### config.mk
export PLATFORM = sky130hd
export DESIGN_NAME = day11_serial_comparator_flat
export DESIGN_NICKNAME = d
export VERILOG_FILES = /design/src/rtl/day11_serial_comparator_if.sv /design/src/rtl/day11_serial_comparator.sv /design/src/flat_wrapper.sv
export SDC_FILE = /design/constraint.sdc
export NUM_CORES = 1
export LEC_CHECK = 0
export BUFFER_PORTS_ARGS = -buffer_cell sky130_fd_sc_hd__buf_2
export CAP_MARGIN = 20
export CORE_MARGIN = 1
export CORE_UTILIZATION = 41
export CTS_BUF_LIST = sky130_fd_sc_hd__clkbuf_8
export CTS_CLUSTER_SIZE = 8
export DETAILED_ROUTE_END_ITERATION = 12
export GPL_ROUTABILITY_DRIVEN = 0
export PLACE_DENSITY_LB_ADDON = 0.1
export REMOVE_ABC_BUFFERS = 1
export SLEW_MARGIN = 20
export SYNTH_ARGS = -nofsm -noshare
export SYNTH_HDL_FRONTEND = slang
export SYNTH_SLANG_ARGS = --single-unit
### constraint.sdc
create_clock -name clk -period 7.7 [get_ports clk]
set_input_delay 0 -clock clk [delete_from_list [all_inputs] [get_ports clk]]
set_output_delay 0 -clock clk [all_outputs]
set_load 0.01 [all_outputs]
### src/rtl/day11_serial_comparator_if.sv
// Operand/result bundle for the bit-serial magnitude comparator.
// The master issues start with operands; the slave reports busy, done and a one-hot g/e/s result.
interface day11_serial_comparator_if #(
    parameter int WIDTH = 8
) ();
    logic             start;
    logic [WIDTH-1:0] a;
    logic [WIDTH-1:0] b;
    logic             busy;
    logic             done;
    logic             g;
    logic             e;
    logic             s;

    modport master (
        output start, a, b,
        input  busy, done, g, e, s
    );

    modport slave (
        input  start, a, b,
        output busy, done, g, e, s
    );
endinterface

### src/rtl/day11_serial_comparator.sv
// Bit-serial unsigned magnitude comparator: walks captured operands two bits per clock,
// MSB pair first, stopping on the first unequal pair and reporting a one-hot g/e/s result.
module day11_serial_comparator #(
    parameter int WIDTH = 8
) (
    input logic                    clk,
    input logic                    rst,
    day11_serial_comparator_if.slave bus
);
    localparam int P  = WIDTH / 2;
    localparam int IW = (P > 1) ? $clog2(P) : 1;

    typedef enum logic [1:0] {
        ST_IDLE = 2'd0,
        ST_RUN  = 2'd1,
        ST_DONE = 2'd2
    } state_t;

    state_t           r_state;
    logic [WIDTH-1:0] r_a;
    logic [WIDTH-1:0] r_b;
    logic [IW-1:0]    r_idx;
    logic             r_g;
    logic             r_e;
    logic             r_s;

    state_t           w_state_nxt;
    logic [WIDTH-1:0] w_a_nxt;
    logic [WIDTH-1:0] w_b_nxt;
    logic [IW-1:0]    w_idx_nxt;
    logic             w_g_nxt;
    logic             w_e_nxt;
    logic             w_s_nxt;
    logic [1:0]       w_pa;
    logic [1:0]       w_pb;
    logic             w_last;

    // Cascaded 2-bit rule: the high bit decides unless it ties, then the low bit decides.
    function automatic logic pair_gt(input logic [1:0] x, input logic [1:0] y);
        return (x[1] & ~y[1]) | (~(x[1] ^ y[1]) & x[0] & ~y[0]);
    endfunction

    function automatic logic pair_lt(input logic [1:0] x, input logic [1:0] y);
        return (~x[1] & y[1]) | (~(x[1] ^ y[1]) & ~x[0] & y[0]);
    endfunction

    assign w_pa   = r_a[(WIDTH - 1) - 2 * int'(r_idx) -: 2];
    assign w_pb   = r_b[(WIDTH - 1) - 2 * int'(r_idx) -: 2];
    assign w_last = (r_idx == IW'(P - 1));

    // Next-state and next-register computation for the pair-stepping FSM.
    always_comb begin
        w_state_nxt = r_state;
        w_a_nxt     = r_a;
        w_b_nxt     = r_b;
        w_idx_nxt   = r_idx;
        w_g_nxt     = r_g;
        w_e_nxt     = r_e;
        w_s_nxt     = r_s;
        case (r_state)
            ST_IDLE, ST_DONE: begin
                if (bus.start) begin
                    w_a_nxt     = bus.a;
                    w_b_nxt     = bus.b;
                    w_idx_nxt   = '0;
                    w_g_nxt     = 1'b0;
                    w_e_nxt     = 1'b0;
                    w_s_nxt     = 1'b0;
                    w_state_nxt = ST_RUN;
                end else if (r_state == ST_DONE) begin
                    w_state_nxt = ST_IDLE;
                end else begin
                    w_state_nxt = ST_IDLE;
                end
            end
            ST_RUN: begin
                if (pair_gt(w_pa, w_pb)) begin
                    w_g_nxt     = 1'b1;
                    w_state_nxt = ST_DONE;
                end else if (pair_lt(w_pa, w_pb)) begin
                    w_s_nxt     = 1'b1;
                    w_state_nxt = ST_DONE;
                end else if (w_last) begin
                    w_e_nxt     = 1'b1;
                    w_state_nxt = ST_DONE;
                end else begin
                    w_idx_nxt   = r_idx + IW'(1);
                end
            end
            default: begin
                w_state_nxt = ST_IDLE;
            end
        endcase
    end

    // State and datapath registers with synchronous reset.
    always_ff @(posedge clk) begin
        if (rst) begin
            r_state <= ST_IDLE;
            r_a     <= '0;
            r_b     <= '0;
            r_idx   <= '0;
            r_g     <= 1'b0;
            r_e     <= 1'b0;
            r_s     <= 1'b0;
        end else begin
            r_state <= w_state_nxt;
            r_a     <= w_a_nxt;
            r_b     <= w_b_nxt;
            r_idx   <= w_idx_nxt;
            r_g     <= w_g_nxt;
            r_e     <= w_e_nxt;
            r_s     <= w_s_nxt;
        end
    end

    assign bus.busy = (r_state == ST_RUN);
    assign bus.done = (r_state == ST_DONE);
    assign bus.g    = r_g;
    assign bus.e    = r_e;
    assign bus.s    = r_s;
endmodule

### src/flat_wrapper.sv
// flat-port wrapper written by rule: the top's interface ports become plain ports
module day11_serial_comparator_flat 
#(
    parameter int WIDTH = 8
)
  (clk, rst, bus_start, bus_a, bus_b, bus_busy, bus_done, bus_g, bus_e, bus_s);
  day11_serial_comparator_if #(.WIDTH(WIDTH)) bus_i ();
  input logic clk;
  input logic rst;
  input wire logic [$bits(bus_i.start)-1:0] bus_start;
  input wire logic [$bits(bus_i.a)-1:0] bus_a;
  input wire logic [$bits(bus_i.b)-1:0] bus_b;
  output wire logic [$bits(bus_i.busy)-1:0] bus_busy;
  output wire logic [$bits(bus_i.done)-1:0] bus_done;
  output wire logic [$bits(bus_i.g)-1:0] bus_g;
  output wire logic [$bits(bus_i.e)-1:0] bus_e;
  output wire logic [$bits(bus_i.s)-1:0] bus_s;
  assign bus_i.start = bus_start;
  assign bus_i.a = bus_a;
  assign bus_i.b = bus_b;
  assign bus_busy = bus_i.busy;
  assign bus_done = bus_i.done;
  assign bus_g = bus_i.g;
  assign bus_e = bus_i.e;
  assign bus_s = bus_i.s;
  day11_serial_comparator #(.WIDTH(WIDTH)) u_core (.clk(clk), .rst(rst), .bus(bus_i));
endmodule
## Yosys cells after proc, flatten, opt, wreduce, memory -nomap -nowiden

Cells that the tools add are included.

- Register bits after elaboration: 23

- Bitwise operators: 14
- Add/subtract/negate cells: 2
- Mux-type cells: 20
- Shift-type cells: 2
- Reductions and logical operators: 8
- Eq/ne operators: 11

Operators by type and width:

| cell | number |
|---|---|
| 9-bit by 32-bit indexed part select with 2-bit output | 2 |
| 2-bit 2-to-1 mux | 7 |
| 5-bit AND reduction | 2 |
| 1-bit 2-to-1 mux | 8 |
| 2-bit != test (second input constant) | 4 |
| 2-bit case mux with 2 select lines | 2 |
| 1-bit bitwise AND | 6 |
| 2-bit by 1-bit != test with 1-bit output (second input constant) | 3 |
| 1-bit case mux with 2 select lines | 3 |
| 1-bit inverter | 5 |
| 2-bit == test (second input constant) | 2 |
| 4-bit by 1-bit != test with 1-bit output (second input constant) | 1 |
| 4-bit AND reduction | 1 |
| 3-bit by 3-bit subtractor with 4-bit output (first input constant) | 1 |
| 3-bit AND reduction | 1 |
| 2-bit by 1-bit adder with 2-bit output (second input constant) | 1 |
| 2-bit by 1-bit == test with 1-bit output (second input constant) | 1 |
| 2-bit zero test | 1 |
| 1-bit bitwise OR | 2 |
| 2-bit AND reduction | 1 |
| 2-bit nonzero test | 1 |
| 2-bit OR reduction | 1 |
| 1-bit XOR | 1 |

## Longest topological paths before layout

- Depth after elaboration: 10
- Depth in mapped cells: 9

## Least setup slack after synthesis

Ideal clock, no wire load.

- Path type: reg2reg
- Start: register u_core.r_idx[1]
- End: register u_core.r_idx[0]
- Arrival: 2.374 ns
- Setup slack: 5.205 ns
- Cell stages (with the launch flop): 8
- Buffers on the path: 1
- Clock period less this slack: 2.495 ns
- Data required time: 7.579 ns
- Setup time: 0.121 ns
- Path through: dfxtp_1 > clkbuf_1 > mux4_1 > ha_1 > inv_1 > o41a_1 > nand4_2 > mux2_4

- Word-level cells in the longest chain between the ends: 9

Ends and longest elaborated chain:

| what | RTL line | source |
|---|---|---|
| start, declared | day11_serial_comparator.sv:22 | `logic [IW-1:0] r_idx;` |
| start signal, assigned | day11_serial_comparator.sv:110 | `r_idx <= w_idx_nxt;` |
| 3-bit by 3-bit subtractor with 4-bit output | day11_serial_comparator.sv:47, day11_serial_comparator.sv:48 |  |
| 9-bit by 32-bit indexed part select with 2-bit output (on tied branches) | day11_serial_comparator.sv:47, day11_serial_comparator.sv:48 |  |
| 1-bit XOR | day11_serial_comparator.sv:40, day11_serial_comparator.sv:44 |  |
| 1-bit inverter | day11_serial_comparator.sv:40, day11_serial_comparator.sv:44 |  |
| 1-bit bitwise AND (on tied branches) (2 in a row) | day11_serial_comparator.sv:44, day11_serial_comparator.sv:40 |  |
| 1-bit bitwise OR (on tied branches) | day11_serial_comparator.sv:44, day11_serial_comparator.sv:40 |  |
| 2-bit != test (no source line) | -- |  |
| 5-bit AND reduction (no source line) * | -- |  |

Every way passes the cells marked *; elsewhere a longest branch is shown, timed or not.
A chain may end at the register's enable or synchronous reset.

## Worst setup path in the final report

- Start: register u_core.r_idx[0]
- End: register u_core.r_idx[0]

- Word-level cells in the longest chain between the ends: 9

Ends and longest elaborated chain:

| what | RTL line |
|---|---|
| 3-bit by 3-bit subtractor with 4-bit output | day11_serial_comparator.sv:47, day11_serial_comparator.sv:48 |
| 9-bit by 32-bit indexed part select with 2-bit output (on tied branches) | day11_serial_comparator.sv:47, day11_serial_comparator.sv:48 |
| 1-bit XOR | day11_serial_comparator.sv:40, day11_serial_comparator.sv:44 |
| 1-bit inverter | day11_serial_comparator.sv:40, day11_serial_comparator.sv:44 |
| 1-bit bitwise AND (on tied branches) (2 in a row) | day11_serial_comparator.sv:44, day11_serial_comparator.sv:40 |
| 1-bit bitwise OR (on tied branches) | day11_serial_comparator.sv:44, day11_serial_comparator.sv:40 |
| 2-bit != test (no source line) | -- |
| 5-bit AND reduction (no source line) | -- |

Several ways; a longest one is shown, not always the timed one. The select of a mux whose other input is x is not followed.

==> impl_results.md <==
- Final worst setup slack: about 5.1 ns
- Die Area: 2740 µm²
- Chip Height: 52.4 µm
- Hold Fails Final Rpt: 0
- Sequential-to-total area share from yosys stat: 44.2%
- Vias post-DR: around 920
- Ant. Diodes: 0
- DRC: 0
- Synthesis-to-layout area growth: 31.3%
- CTS tree: done
- Final setup fails: 0
- Outcome: complete, no violations
- Input/output buffers: 23
- Average cell area after synthesis: 8.53 µm²
- Flop-to-flop setup slack: 5.06 ns
- Initial antenna violation count: 0
- Root Driver: clkbuf_8
- Static Leak: approximately 0.60 nW
- H-tree levels: 1
- Post-route setup TNS: 0 ns
- Crit path capture type: flip-flop
- Post-Route WL: 2130 µm
- Class of the worst hold path: in2reg
- WL/cell: between 10 and 15 µm
- Nets: between 150 and 200
- Area contributors post-synth: dfxtp_1 44%, nand2_1 13%, a21oi_1 8.7%
- Die Span X: 52.4 µm
- Final period utilization: 34.3%
- Number of synthesized flops with an enable pin: 0
- Final min period: 2.64 ns
- Pre-CTS setup slack: 5.07 ns
- Skew final: 0.00375 ns
- Total clock sinks: 23
- Clock tree buffer depth: 2
- Most frequent cell after synthesis: nand2_1
- FP Rows: 17
- Vias in the first global route: approximately 830
- Seq cells post-synth: 23
- Detail Route Antenna Nets: 0
- Final HPWL DP: 1410 µm
- Commonest cells in the synthesized netlist: 35 x nand2_1, 23 x dfxtp_1, 18 x a21oi_1, 7 x inv_1
- GRT Total Usage: between 10% and 20%
- Drt first pass iters: 4
- Slew HR: 55.1%
- Crit path required time: 7.85 ns
- Clk_lat worst skew: 0.26 ns
- F_max: 379 MHz
- Synthesized instance count: 122
- I/O Pins: 24
- Slew @ Worst Pin: a little under 0.7 ns
- Floorplan core area: 2300 µm²
- Async set-reset flop share out of synthesis: 0%
- Dominant synthesized flop cell: dfxtp_1
- Largest net degree at the start of global routing: 25
- WS Path Type: reg2reg
- Netlist area before placement: about 1000 µm²
- Initial Utilization: 45.3%
- Grt ovf: 0
- Startpoint Class: flip-flop
- Post-synth cell types: 25
- Worst vdd ir: 112 µV
- Max cap viols: 0
- WHS: between 0.1 and 0.15 ns
- Worst-path clk slew: 0.08 ns
- Post-synth top area share: 44.2%
- Max-slew violation count: 0
- Critical path fanouts, max: 9
- WP data arrival: approximately 2.8 ns
- PwrDens: 186 nW/µm²
- DRT iter0 DRCs: 7
- First-pass GRT wire length: around 3500 µm
- Num CTS Buffers: 3
- Synth warn: 0
- Via density per instance: 4.93
- RSZ-0062 raised after global routing: no
- Layout cells sized above 1: 20.3%
- Cell taking the most area after synthesis: dfxtp_1
- Tot Pwr: 254 µW
==> sequential cells by signal, summed over array words and instances, names as in the netlist <==
name and cells:
u_core.r_a 8, u_core.r_b 8, u_core.r_idx 2, u_core.r_state 2
u_core.bus.e 1, u_core.bus.g 1, u_core.bus.s 1
==> cells in the final DEF (no fill, tap or decap), drive strengths merged, types with 2 or more instances in the layout <==
cell and instances:
nand2 35, buf 24, dfxtp 23, a21oi 18, dlygate4sd3 16, inv 8
nor2 6, nand2b 3, ha 3, clkbuf 3, mux4 3, mux2 3
nor2b 2, nor3 2
==> what timing repair did <==
action,CTS,global route
hold endpoints to repair,16,0
gates resized for setup,0,0
hold buffers,16,0
buffers inserted,0,0
==> metal layers <==
layer	vias to the layer above	wire length, µm	part of all wire (%)	global-route usage, %
met5	-	0	0	0
met2	18	1020	48	31.0
met3	4	70	3.3	3.48
met4	0	31	1.5	7.89
met1	417	1000	47	19.9
li1	478	-	-	-
==> through the flow <==
stage | instances | util [%] | area [µm²]
after global placement | 166 | 50.5 | 1160
after global routing | 186 | 59.5 | 1370
after CTS | 186 | 59.5 | 1370
after detailed placement | 166 | 50.5 | 1160
after floorplan | 114 | - | 1000
final | 186 | 59.5 | 1370
==> where the power goes <==
group | switching, mW | internal [mW] | leakage, nW
combinational | 0.0248 | 0.0250 | 0.381
clock | 0.0367 | 0.0355 | 0.0269
sequential | 0.00512 | 0.126 | 0.188
total | 0.0666 | 0.187 | 0.596
==> worst paths after layout <==
kind	depth (start not counted)	to	start
setup / recovery	8	u_core.r_idx[0]$_SDFFE_PP0P_	u_core.r_idx[0]$_SDFFE_PP0P_
hold reg to reg	2	u_core.r_b[7]$_SDFFE_PP0P_	u_core.r_b[7]$_SDFFE_PP0P_
setup reg to reg	8	u_core.r_idx[0]$_SDFFE_PP0P_	u_core.r_idx[0]$_SDFFE_PP0P_
hold / removal	2	u_core.bus.g$_SDFFE_PP0P_	rst
==> critical path, cell delays in order (launching register included) <==
cell	delay [ns]
dfxtp_1	0.52
mux4_1	0.63
inv_1	0.08
ha_1	0.25
nand2b_1	0.09
o22ai_1	0.07
a21oi_1	0.35
nand4_2	0.21
mux2_4	0.33
==> kinds of logic after synthesis <==
logic type,synth area share [%]
buffers and inverters,6.13
adder cells (fa/ha/maj),3.61
AND/OR/NAND/NOR,20.7
multiplexers,11.8
flip-flops,44.2
AO/OA/AOI/OAI,13.6
==> layout make-up <==
cell class,instances,area [µm²]
well taps,28,35.0
inverters,7,26.3
fillers,237,931
repair buffers,40,283
clock buffers,3,41.3
flip-flops and latches,23,460
clock inverters,1,3.75
multi-input cells,84,517
(Power assumes the default switching activity.)
